## config.mk

```make
export PLATFORM = sky130hd
export DESIGN_NAME = countdown_timer_flat
export DESIGN_NICKNAME = d
export VERILOG_FILES = /design/src/rtl/countdown_timer_pkg.sv /design/src/rtl/countdown_timer_if.sv /design/src/rtl/countdown_timer.sv /design/src/flat_wrapper.sv
export SDC_FILE = /design/constraint.sdc
export NUM_CORES = 1
export LEC_CHECK = 0
export CAP_MARGIN = 20
export CORE_MARGIN = 1
export CORE_UTILIZATION = 49
export DETAILED_ROUTE_END_ITERATION = 10
export PLACE_DENSITY = 0.77
export SYNTH_ARGS = -nofsm -noshare
export SYNTH_HDL_FRONTEND = slang
export SYNTH_SLANG_ARGS = --single-unit
```

## constraint.sdc

```tcl
create_clock -name clk -period 2.3 [get_ports clk]
set_input_delay 0.46 -clock clk [delete_from_list [all_inputs] [get_ports clk]]
set_output_delay 0.46 -clock clk [all_outputs]
set_load 0.1 [all_outputs]
```

## src/rtl/countdown_timer_pkg.sv

```systemverilog
`default_nettype none
// ============================================================================
// Module      : timer_pkg
// Description : Shared definitions for the countdown timer: FSM state
//               encoding, register address map, MODE values and CTRL bit
//               positions, plus a small MODE decode helper.
// Ports       : none (package)
// Revision    : 1.0  initial release
// ============================================================================
package timer_pkg;

  // FSM state encoding (values are architecturally visible in debug views)
  typedef enum logic [1:0] {
    IDLE = 2'd0,
    LOAD = 2'd1,
    CNT  = 2'd2,
    INT  = 2'd3
  } state_t;

  // Register address map
  localparam logic [1:0] ADDR_CTRL   = 2'd0;
  localparam logic [1:0] ADDR_PRESET = 2'd1;
  localparam logic [1:0] ADDR_COUNT  = 2'd2;
  localparam logic [1:0] ADDR_RSVD   = 2'd3;

  // MODE field values; 2 and 3 decode as one-shot
  localparam logic [1:0] MODE_ONESHOT = 2'd0;
  localparam logic [1:0] MODE_RELOAD  = 2'd1;

  // CTRL bit positions
  localparam int CTRL_EN_BIT   = 0;
  localparam int CTRL_MODE_LSB = 1;
  localparam int CTRL_MODE_MSB = 2;
  localparam int CTRL_IM_BIT   = 3;
  localparam int CTRL_BITS     = 4;

  // CTRL register image, packed so that bit 0 is EN and bit 3 is IM
  typedef struct packed {
    logic       im;
    logic [1:0] mode;
    logic       en;
  } ctrl_t;

  // Only the exact RELOAD encoding repeats; every other MODE is one-shot.
  function automatic logic is_reload(input logic [1:0] mode);
    return (mode == MODE_RELOAD);
  endfunction

endpackage
`default_nettype wire

```

## src/rtl/countdown_timer_if.sv

```systemverilog
`default_nettype none
// ============================================================================
// Module      : countdown_timer_if
// Description : Peripheral register bus for the countdown timer.
// Signals     : we    - write strobe, sampled on the rising clock edge
//               addr  - register select (CTRL / PRESET / COUNT / reserved)
//               wdata - write data, WIDTH bits
//               rdata - combinational read data, WIDTH bits
//               irq   - interrupt request from the timer
// Modports    : master - bus owner (processor side / testbench)
//               slave  - the timer peripheral
// Revision    : 1.0  initial release
// ============================================================================
interface countdown_timer_if #(
  parameter int WIDTH = 32
);

  logic             we;
  logic [1:0]       addr;
  logic [WIDTH-1:0] wdata;
  logic [WIDTH-1:0] rdata;
  logic             irq;

  modport master (
    output we,
    output addr,
    output wdata,
    input  rdata,
    input  irq
  );

  modport slave (
    input  we,
    input  addr,
    input  wdata,
    output rdata,
    output irq
  );

endinterface
`default_nettype wire

```

## src/rtl/countdown_timer.sv

```systemverilog
`default_nettype none
// ============================================================================
// Module      : countdown_timer
// Description : Programmable down-counting timer with a memory-mapped
//               register file and an interrupt output. Software loads PRESET
//               and sets CTRL.EN; the timer loads COUNT from PRESET, counts
//               down to zero and raises irq_flag. In auto-reload mode the
//               cycle repeats, giving a periodic one-cycle interrupt pulse.
// Ports       : clk   - rising-edge clock
//               rst_n - asynchronous active-low reset
//               bus   - register bus (slave modport): we, addr, wdata,
//                       rdata, irq
// Parameters  : WIDTH - width of PRESET, COUNT and the data bus (>= 4); must
//                       match the WIDTH of the connected interface instance
// Revision    : 1.0  initial release
// ============================================================================
module countdown_timer
  import timer_pkg::*;
#(
  parameter int WIDTH = 32
) (
  input wire                 clk,
  input wire                 rst_n,
  countdown_timer_if.slave   bus
);

  localparam logic [WIDTH-1:0] c_one  = {{(WIDTH-1){1'b0}}, 1'b1};
  localparam logic [WIDTH-1:0] c_zero = '0;

  // --------------------------------------------------------------------------
  // Architectural state
  // --------------------------------------------------------------------------
  state_t           r_state;
  ctrl_t            r_ctrl;
  logic [WIDTH-1:0] r_preset;
  logic [WIDTH-1:0] r_count;
  logic             r_irq_flag;

  // --------------------------------------------------------------------------
  // FSM next-state results and side-effect requests
  // --------------------------------------------------------------------------
  state_t           w_state_nxt;
  logic [WIDTH-1:0] w_count_nxt;
  logic             w_flag_set;     // count reached zero this cycle
  logic             w_flag_hw_clr;  // auto-reload acknowledges its own pulse
  logic             w_en_hw_clr;    // one-shot disarms itself

  // --------------------------------------------------------------------------
  // Bus write decode
  // --------------------------------------------------------------------------
  logic             w_wr_ctrl;
  logic             w_wr_preset;
  logic             w_sw_clr;
  logic [WIDTH-1:0] w_rdata;

  assign w_wr_ctrl   = bus.we && (bus.addr == ADDR_CTRL);
  assign w_wr_preset = bus.we && (bus.addr == ADDR_PRESET);
  // Any write to a writable register acknowledges the interrupt.
  assign w_sw_clr    = w_wr_ctrl || w_wr_preset;

  // --------------------------------------------------------------------------
  // FSM: state and COUNT registers
  // --------------------------------------------------------------------------
  always_ff @(posedge clk or negedge rst_n) begin
    if (!rst_n) begin
      r_state <= IDLE;
      r_count <= c_zero;
    end else begin
      r_state <= w_state_nxt;
      r_count <= w_count_nxt;
    end
  end

  // --------------------------------------------------------------------------
  // FSM: next-state and COUNT update
  // --------------------------------------------------------------------------
  always_comb begin
    w_state_nxt   = r_state;
    w_count_nxt   = r_count;
    w_flag_set    = 1'b0;
    w_flag_hw_clr = 1'b0;
    w_en_hw_clr   = 1'b0;

    case (r_state)
      IDLE: begin
        if (r_ctrl.en) begin
          w_state_nxt = LOAD;
        end
      end

      LOAD: begin
        // PRESET is only sampled here, so mid-count PRESET writes wait for
        // the next reload.
        w_count_nxt = r_preset;
        w_state_nxt = CNT;
      end

      CNT: begin
        // EN low pauses the count without leaving CNT, so re-enabling
        // resumes where it stopped instead of reloading.
        if (r_ctrl.en) begin
          // <= 1 rather than == 1 so a PRESET of zero terminates like one
          // and COUNT can never wrap.
          if (r_count <= c_one) begin
            w_count_nxt = c_zero;
            w_flag_set  = 1'b1;
            w_state_nxt = INT;
          end else begin
            w_count_nxt = r_count - c_one;
          end
        end
      end

      INT: begin
        if (is_reload(r_ctrl.mode)) begin
          // EN stays set, so IDLE immediately re-arms the timer.
          w_flag_hw_clr = 1'b1;
        end else begin
          // One-shot keeps irq_flag until software acknowledges it.
          w_en_hw_clr   = 1'b1;
        end
        w_state_nxt = IDLE;
      end

      default: begin
        w_state_nxt = IDLE;
      end
    endcase
  end

  // --------------------------------------------------------------------------
  // Register file and interrupt flag
  // --------------------------------------------------------------------------
  always_ff @(posedge clk or negedge rst_n) begin
    if (!rst_n) begin
      r_ctrl     <= '0;
      r_preset   <= c_zero;
      r_irq_flag <= 1'b0;
    end else begin
      // A software CTRL write overrides the one-shot EN clear on the same
      // edge.
      if (w_wr_ctrl) begin
        r_ctrl.en   <= bus.wdata[CTRL_EN_BIT];
        r_ctrl.mode <= bus.wdata[CTRL_MODE_MSB:CTRL_MODE_LSB];
        r_ctrl.im   <= bus.wdata[CTRL_IM_BIT];
      end else if (w_en_hw_clr) begin
        r_ctrl.en   <= 1'b0;
      end

      if (w_wr_preset) begin
        r_preset <= bus.wdata;
      end

      // A software acknowledge beats a flag being raised on the same edge.
      if (w_sw_clr) begin
        r_irq_flag <= 1'b0;
      end else if (w_flag_set) begin
        r_irq_flag <= 1'b1;
      end else if (w_flag_hw_clr) begin
        r_irq_flag <= 1'b0;
      end
    end
  end

  // --------------------------------------------------------------------------
  // Combinational read mux
  // --------------------------------------------------------------------------
  always_comb begin
    w_rdata = c_zero;
    case (bus.addr)
      ADDR_CTRL:   w_rdata[CTRL_BITS-1:0] = r_ctrl;
      ADDR_PRESET: w_rdata = r_preset;
      ADDR_COUNT:  w_rdata = r_count;
      default:     w_rdata = c_zero;
    endcase
  end

  assign bus.rdata = w_rdata;
  assign bus.irq   = r_ctrl.im & r_irq_flag;

endmodule
`default_nettype wire

```

## src/flat_wrapper.sv

```systemverilog
// flat-port wrapper written by rule: the top's interface ports become plain ports
module countdown_timer_flat import timer_pkg::*;
#(
  parameter int WIDTH = 32
)
  (clk, rst_n, bus_we, bus_addr, bus_wdata, bus_rdata, bus_irq);
  countdown_timer_if #(.WIDTH(WIDTH)) bus_i ();
  input wire clk;
  input wire rst_n;
  input wire logic [$bits(bus_i.we)-1:0] bus_we;
  input wire logic [$bits(bus_i.addr)-1:0] bus_addr;
  input wire logic [$bits(bus_i.wdata)-1:0] bus_wdata;
  output wire logic [$bits(bus_i.rdata)-1:0] bus_rdata;
  output wire logic [$bits(bus_i.irq)-1:0] bus_irq;
  assign bus_i.we = bus_we;
  assign bus_i.addr = bus_addr;
  assign bus_i.wdata = bus_wdata;
  assign bus_rdata = bus_i.rdata;
  assign bus_irq = bus_i.irq;
  countdown_timer #(.WIDTH(WIDTH)) u_core (.clk(clk), .rst_n(rst_n), .bus(bus_i));
endmodule
```

### Yosys cells after proc, flatten, opt, wreduce, memory -nomap -nowiden

Cells that the tools add are included.

| operators by class | value |
|---|---|
| $add $sub $neg | 1 |
| $lt $le $gt $ge | 1 |
| equal/unequal tests | 9 |
| mux-type cells | 21 |
| bitwise gates (word level) | 1 |
| reductions and logical operators | 10 |

Operator list:

| cell | number |
|---|---|
| 32-bit two-way mux | 2 |
| 32-bit case mux with 2 select lines | 1 |
| 28-bit case mux with 2 select lines | 1 |
| 32-bit by 1-bit less-or-equal comparator with 1-bit output, second input constant | 1 |
| 32-bit by 1-bit subtractor with 32-bit output, second input constant | 1 |
| 1-bit two-way mux | 12 |
| 4-bit case mux with 3 select lines | 1 |
| 2-bit case mux with 4 select lines | 1 |
| 2-bit by 1-bit equality test with 1-bit output, second input constant | 3 |
| 2-bit equality test, second input constant | 3 |
| 2-bit two-way mux | 3 |
| 2-bit by 1-bit inequality test with 1-bit output, second input constant | 3 |
| 2-bit logical NOT | 2 |
| 2-bit nonzero test | 2 |
| 3-bit AND reduction | 1 |
| 3-bit nonzero test | 1 |
| 1-bit logical AND | 2 |
| 2-bit AND reduction | 1 |
| 1-bit AND | 1 |
| 1-bit logical OR | 1 |

| word-level totals | value |
|---|---|
| flip-flop bits (word level) | 71 |
| bits of input ports | 37 |
| output and inout bits | 33 |
| word-level logic and storage cells | 50 |

### Depth between registers and ports, before layout

Gate-level depths: netlist (run 1).

| depth | value |
|---|---|
| word-level depth | 6 |
| depth in mapped cells | 9 |
| mapped depth without buffers | 7 |

### Worst setup path after synthesis (run 1)

No wires, ideal clock.

| path | value |
|---|---|
| path type | input-to-output |
| start | input port bus_addr[1] |
| end | output port bus_rdata[10] |
| data arrival time | 2.555 ns |
| required time | 1.840 ns |
| slack | -0.715 ns |
| cell stages on the path | 6 |
| buffers on the path | 2 |
| cell sequence | inv_1 ha_1 clkbuf_1 clkbuf_1 a22oi_1 nor2b_1 |

| on the way | value |
|---|---|
| longest elaborated chain between the ends | 2 |
| elaborated cells between the ends (all ways) | 3 |
| those cells by class | eq/ne: 2; mux: 1 |

RTL lines:

| element | line | RTL |
|---|---|---|
| start: declaration | flat_wrapper.sv:11 | `input wire logic [$bits(bus_i.addr)-1:0] bus_addr;` |
| 2-bit equality test or 2-bit by 1-bit equality test with 1-bit output (tied branches) | countdown_timer.sv:170 | `case (bus.addr)` |
| 28-bit case mux with 2 select lines (*) | countdown_timer.sv:170 |  |
| end: declaration | flat_wrapper.sv:13 | `output wire logic [$bits(bus_i.rdata)-1:0] bus_rdata;` |

Mark *: on every way between the ends. The rest lies on a longest branch, timed or not.

### Worst setup path in the final report (run 1)

| path | value |
|---|---|
| start | register u_core.r_count[26] |
| end | register u_core.r_count[9] |

| on the way | value |
|---|---|
| longest elaborated chain between the ends | 4 |

RTL lines:

| element | line | RTL |
|---|---|---|
| start: declaration | countdown_timer.sv:36 | `logic [WIDTH-1:0] r_count;` |
| start signal: assignment | countdown_timer.sv:67 | `r_count <= c_zero;` |
| start signal: assignment | countdown_timer.sv:70 | `r_count <= w_count_nxt;` |
| 32-bit by 1-bit less-or-equal comparator with 1-bit output | countdown_timer.sv:104 | `if (r_count <= c_one) begin` |
| 32-bit two-way mux | countdown_timer.sv:104 |  |
| 32-bit two-way mux | countdown_timer.sv:101 | `if (r_ctrl.en) begin` |
| 32-bit case mux with 2 select lines | countdown_timer.sv:84 | `case (r_state)` |

No other way between the ends. The select of a mux whose other input is x is not followed.
A chain may end at the register's enable or synchronous reset.

==> summary.txt, run 1 <==
Power and ir drop
  – P_sw: 3.17 mW
  – Leakage: roughly 2.6 nW
  – Max VDD drop: between 0.5 and 0.6 mV
  – Clock share of power: 0.147
  – Logic pwr share: 0.567
  – Int Power: between 3 and 4 mW
  – Pwr dens: 1110 mW/mm²
  – Sequential fraction of design power: 0.287
  – Total chip power: approximately 7.2 mW
  – Net Sw Frac: 0.443

Logic synthesis
  – EDFF count, synth: 0
  – Most frequent cells after synthesis: dfrtp_1, a22oi_1, mux2_2
  – Sequential-to-total area share from yosys stat: 0.418
  – Most instantiated library cell after synthesis: dfrtp_1
  – Average size of a mapped cell: 9.95 µm²
  – Ys async rst share: 1.00
  – Yosys reg bits: between 70 and 80
  – Count of cell types in the netlist: 52
  – Synth top area share: 0.418
  – Syn Std Cell Area: 0.00425 mm²
  – Main flop type after synthesis: dfrtp_1
  – YS warnings: 0
  – Leading area contributor after synthesis: dfrtp_1
  – Dominant cells by area after synthesis: dfrtp_1, mux2_2, a22oi_1
  – Cells after Synth: 427
  – Post-Syn Nets: around 480

Die
  – Die X: 95.1 µm
  – Row Count: 33
  – Placeable Area: ~0.0083 mm²
  – Die Ht: 95.1 µm
  – Initial Util: 0.512
  – # IOs: 70
  – Die Area: 0.00904 mm²

Clocking
  – Worst-Skew Late Latency: approximately 0.36 ns
  – Max Buffers Root-to-Sink: 2
  – CTS sink count: 71
  – Clock transition at path regs: roughly 0.090 ns
  – CTS tree: done
  – Total CTS buffers: 9
  – Clk root buf: clkbuf_8
  – Number of H-tree levels: 3

Worst setup path
  – CP max stage delay: approximately 0.6 ns
  – Crit-path slowest cell: or4_4
  – WS Path Type: register to register
  – Worst-path cell chain: or3_1 -> or4_4 -> o31ai_4 -> buf_6 -> o31ai_4 -> a221o_1
  – Delay-heaviest family, CP: simple AND/OR/NAND/NOR gates
  – Max FO, Critical Path: 4
  – Crit Reg-Reg Startpoint: u_core.r_count[26]$_DFFE_PN0P_
  – FF-to-FF setup slack: -0.11 ns
  – Critical Path Start Type: register
  – CP Capture Type: register
  – RR Endpoint: u_core.r_count[9]$_DFFE_PN0P_
  – Critical Path RT: 2.55 ns
  – Crit path DAT: approximately 2.7 ns
  – Buf/Inv on CP: 1
  – R2R depth: 6
  – CP dominant cell by count: o31ai_4

STA
  – Final setup TNS: -0.689 ns
  – Unrepaired setup endpoints after global routing: true
  – Max-slew headroom: 0.489
  – Fin. Hold Viols: 0
  – Post-route setup slack: -0.110 ns
  – Slew @ Worst Pin: 0.762 ns
  – Final period utilization: 1.05
  – Post-route minimum period: roughly 2.4 ns
  – Final setup violation count: 11
  – Hold Slack: between 0.03 and 0.04 ns
  – Fin Clk Skew: between 0.01 and 0.015 ns
  – Max Freq: roughly 410 MHz
  – Final Slew Violations: 0

GRT
  – Global-route wire length before repair: between 20 and 25 mm
  – Vias in the first global route: roughly 4,300
  – Initial antenna violation count: 0
  – Largest net degree at the start of global routing: 40
  – Total track usage: 0.314
  – Gr ovfl total: 0

Finish
  – Final core utilization: 0.779
  – Nets: roughly 600
  – Area growth from synthesis to final layout: 52.3%
  – Inserted Diodes: 0
  – Cell area after layout: ~0.0065 mm²
  – Share of layout cells above drive strength 1: 0.404
  – Final std cells w/o fill: between 600 and 700

Detailed routing
  – DRT Pass-1 Iters: 6
  – DRC Markers: 0
  – Total Wirelength: about 14 mm
  – Initial DRC count: 410
  – Vias after detailed routing: roughly 4,400
  – Antenna viol nets, final: 0
  – Avg Vias per Cell: between 6 and 7
  – Drt wl/cell: about 21 µm

Run status
  – Failing checks: setup timing
  – Status: finished with violations

Place
  – IO Port Bufs: between 60 and 70
  – Gpl congestion: 0.951
  – Post-place setup slack: -0.301 ns
  – Placed Instances: around 640
  – Area after DPL: 0.00609 mm²
  – DP HPWL: roughly 9.3 mm

Run
  – # Max-Cap Violations: 0

Min path
  – HP Class: input pin to async pin
==> worst register-to-register path: cells and delay by family, from the launching register on <==
kind,cells,cell delay [ns]
and+or+nand+nor,2,1.03
AOI/OAI and AO/OA,3,0.68
DFF,1,0.41
buffers and inverters,1,0.19
==> area by class of cell <==
type	count	area, µm²
Tap cell	105	131
Multi-Input combinational cell	314	2630
Inverter	9	33.8
Timing Repair Buffer	145	1690
Clock inverter	6	67.6
Sequential cell	71	1780
Clock buffer	10	138
Fill cell	488	1830
==> repair_timing <==
action                                  CTS  global route
resized for setup                        15            28
setup buffers                             1             2
hold buffers                              0             0
pin swaps                                 3             2
endpoints found under the setup margin   42            25
==> power groups by stage <==
stage	Combinational (mW)	Clock [mW]	Sequential [mW]
global placement	3.62	0	2.02
global route	4.29	1.11	2.10
CTS	3.84	1.06	2.03
finish	4.06	1.05	2.05
detailed placement	3.76	0	2.04
floorplan	2.23	0	2.05
==> routing by layer <==
layer  vias up  share of wire  track usage
met3        70          0.086       0.0630
met4         0          0.039        0.121
met1      2108           0.38        0.385
met2       294           0.50        0.540
li1       1895              -            -
met5         -              0            0
==> layout by cell type (no fill, tap or decap), types with 7 or more instances in the layout <==
cell type / instances
a22oi_1: 41
buf_12: 40
buf_4: 63
clkbuf_8: 10
clkdlybuf4s50_1: 33
dfrtp_1: 71
ha_1: 7
inv_1: 8
mux2_2: 35
nand2_1: 22
nand3_1: 27
nor2_1: 11
nor2b_4: 27
nor3_1: 10
o211ai_1: 11
o21ai_0: 7
or3_1: 8
or4_1: 7
==> worst max path at each step <==
stage	start	endpoint	depth (start not counted)
after floorplan	bus_addr[0]	bus_rdata[29]	4
after global placement	bus_addr[1]	bus_rdata[2]	8
after detailed placement	bus_addr[1]	bus_rdata[1]	8
after CTS	u_core.r_count[6]$_DFFE_PN0P_	u_core.r_count[9]$_DFFE_PN0P_	6
after global routing	u_core.r_count[2]$_DFFE_PN0P_	u_core.r_count[9]$_DFFE_PN0P_	7
final	u_core.r_count[26]$_DFFE_PN0P_	u_core.r_count[9]$_DFFE_PN0P_	6
==> logic make-up after synthesis <==
kind of cell / count (synthesis) / synth area share
multiplexers: 37 / 0.0978
AND/OR/NAND/NOR: 151 / 0.200
adder cells (fa/ha/maj): 11 / 0.0324
AO/OA/AOI/OAI: 115 / 0.206
buffers and inverters: 42 / 0.0454
flip-flops: 71 / 0.418
==> sequential cells by signal, summed over array words and instances (netlist names) <==
signal / cells
u_core.r_state: 2
u_core.r_ctrl: 4
u_core.r_count: 32
u_core.r_preset: 32
u_core.r_irq_flag: 1
No activity file was read; power rests on OpenSTA's default activity.
==> run 2: changes to the inputs <==
- HOLD_SLACK_MARGIN: not set -> 0.15
==> summary.txt, run 2 (same netlist as run 1, synthesis figures left out) <==
Detailed routing
  – Avg Vias per Cell: 6.57 (-0.65%)
  – Antenna viol nets, final: 0 (unchanged)
  – Drt wl/cell: 20.9 µm (+0.53%)
  – DRT Pass-1 Iters: 8 (+2)
  – DRC Markers: 0 (unchanged)
  – Initial DRC count: 389 (-5.1%)
  – Vias after detailed routing: 4,345 (-0.50%)
  – Total Wirelength: 13.8 mm (+0.68%)

Worst setup path
  – Crit path DAT: 2.67 ns (about the same)
  – Crit Reg-Reg Startpoint: u_core.r_count[26]$_DFFE_PN0P_
  – R2R depth: 6 (unchanged)
  – Critical Path RT: 2.54 ns (about the same)
  – WS Path Type: register to register
  – FF-to-FF setup slack: -0.13 ns (-0.02 ns)
  – Max FO, Critical Path: 7 (+3)
  – Critical Path Start Type: register
  – RR Endpoint: u_core.r_count[27]$_DFFE_PN0P_
  – CP Capture Type: register

Finish
  – Share of layout cells above drive strength 1: 0.403 (-0.000726)
  – Filler instances: 488 (unchanged)
  – Final core utilization: 0.780 (+0.00121)
  – Nets: 599 (+0.17%)
  – Biggest regs: u_core.r_count: 32 flops, u_core.r_preset: 32 flops, u_core.r_ctrl: 4 flops
  – Commonest non-fill, non-tap cell in the layout: dfrtp_1
  – Area growth from synthesis to final layout: 52.5%
  – Sequential Area: 0.00178 mm² (unchanged)
  – Inserted Diodes: 0 (unchanged)
  – Most frequent cells in the layout: dfrtp_1, buf_4, a22oi_1, buf_12, mux2_2
  – Multi-input combinational cell area: 0.00263 mm² (unchanged)

STA
  – Final setup violation count: 16 (+5)
  – Final period utilization: 1.05 (+0.00713)
  – Final Slew Violations: 0 (unchanged)
  – Post-route minimum period: 2.43 ns (+0.0164 ns)
  – Max Freq: 412 MHz (-0.68%)
  – Fin Clk Skew: 0.0157 ns (+0.00293 ns)
  – Unrepaired setup endpoints after global routing: true
  – Max-slew headroom: 0.536 (+0.0467)
  – Post-route setup slack: -0.126 ns (-0.0164 ns)
  – Final setup TNS: -0.932 ns (-0.243 ns)
  – Fin. Hold Viols: 0 (unchanged)
  – Hold Slack: 0.536 ns (+0.500 ns)
  – Slew @ Worst Pin: 0.693 ns (-0.0697 ns)

Run status
  – Failing checks: setup timing
  – Status: finished with violations

Clocking
  – Clock transition at path regs: 0.08 ns (about the same)
  – CTS tree: done
  – Clk root buf: clkbuf_8
  – Max Buffers Root-to-Sink: 2 (unchanged)
  – Number of H-tree levels: 3 (unchanged)
  – CTS sink count: 71 (unchanged)
  – Total CTS buffers: 9 (unchanged)
  – Worst-Skew Late Latency: 0.36 ns (about the same)

Min path
  – HP Class: register to register
  – Hold_sp: u_core.r_preset[20]$_DFFE_PN0P_
  – WHS Path Cells: 1
  – Hold Path End: u_core.r_count[20]$_DFFE_PN0P_

Place
  – IO Port Bufs: 69 (unchanged)
  – Gpl congestion: 0.951 (unchanged)
  – DP HPWL: 9.25 mm (unchanged)

Die
  – # IOs: 70 (unchanged)
  – Placeable Area: 0.00830 mm² (unchanged)
  – Die Ht: 95.1 µm (unchanged)
  – Initial Util: 0.512 (unchanged)
  – Row Count: 33 (unchanged)
  – Die Area: 0.00904 mm² (unchanged)
  – Die X: 95.1 µm (unchanged)

Power and ir drop
  – Int Power: 3.99 mW (about the same)
  – Max VDD drop: 0.510 mV (-0.55%)
  – P_sw: 3.17 mW (about the same)
  – Pwr dens: 1110 mW/mm² (-0.13%)
  – Net Sw Frac: 0.443 (about the same)
  – Logic pwr share: 0.566 (about the same)
  – Clock share of power: 0.147 (about the same)
  – Leakage: 2.65 nW (+0.16%)
  – Sequential fraction of design power: 0.287 (about the same)

GRT
  – Initial antenna violation count: 0 (unchanged)
  – Global-route wire length before repair: 21.8 mm (+0.19%)
  – Total track usage: 0.314 (+0.000682)
  – Largest net degree at the start of global routing: 40 (unchanged)
  – Gr ovfl total: 0 (unchanged)
  – Vias in the first global route: 4,329 (+0.23%)

Run
  – # Max-Cap Violations: 0 (unchanged)
-- run 2: cell count changes in the layout (fill, tap and decap cells not counted), sizes merged --
cell         change
dlygate4sd3      +1
-- run 2: critical path: stages, from the launching register on --
cell     delay, ns
dfrtp_1       0.41
or3_1         0.44
or4_4         0.60
o31ai_4       0.36
buf_6         0.19
nor3_2        0.05
a221o_1       0.27
-- run 2: what timing repair did --
item / in CTS / in global routing
endpoints found under the setup margin: 42 / 25
cloned: 0 / 0
pin swaps: 3 / 2
hold buffers: 1 / 0
setup buffers: 1 / 2
hold endpoints to repair: 17 / 0
resized for setup: 15 / 28
-- run 2: how the worst max path moves through the flow --
stage / startpoint / endpoint / slack (ns)
floorplan: bus_addr[0] / bus_rdata[29] / -0.20
global placement: bus_addr[1] / bus_rdata[2] / -0.24
detailed placement: bus_addr[1] / bus_rdata[1] / -0.30
CTS: u_core.r_count[6]$_DFFE_PN0P_ / u_core.r_count[9]$_DFFE_PN0P_ / -0.006
global route: u_core.r_count[2]$_DFFE_PN0P_ / u_core.r_count[9]$_DFFE_PN0P_ / -0.15
finish: u_core.r_count[26]$_DFFE_PN0P_ / u_core.r_count[27]$_DFFE_PN0P_ / -0.13
-- run 2: metrics by stage --
stage	area, µm²	instances	total power, mW	setup WS [ns]
5_1_grt	6480	661	7.50	-0.146
2_1_floorplan	4460	427	4.28	-0.204
4_1_cts	6360	659	6.93	-0.00559
6_report	6480	661	7.16	-0.126
3_3_place_gp	6090	641	5.64	-0.244
3_5_place_dp	6090	641	5.80	-0.301
-- run 2: layout make-up --
type,count,area share
multi-input combinational,314,0.406
clock inverter,6,0.0104
sequential,71,0.274
clock buffer,10,0.0212
timing repair buffer,146,0.263
tap,105,0.0203
inverter,9,0.00522
-- run 2: per-layer routing --
metal | track usage | part of all wire | up-vias | wire length [µm]
met5 | 0 | 0 | - | 0
met2 | 0.542 | 0.49 | 311 | 6810
met4 | 0.121 | 0.043 | 0 | 595
met3 | 0.0630 | 0.094 | 74 | 1300
li1 | - | - | 1890 | -
met1 | 0.385 | 0.37 | 2070 | 5100
-- run 2: power groups by stage --
stage | combinational [mW] | sequential, mW | clock [mW]
global route | 4.29 | 2.10 | 1.11
finish | 4.05 | 2.05 | 1.05
detailed placement | 3.76 | 2.04 | 0
global placement | 3.62 | 2.02 | 0
CTS | 3.84 | 2.03 | 1.06
floorplan | 2.23 | 2.05 | 0
==> run 3: changes to the inputs <==
- CAP_MARGIN: 20 -> not set
- SLEW_MARGIN: not set -> 20
==> results of run 3 <==
No change in the layout: final DEF, timing and power equal those of run 2.
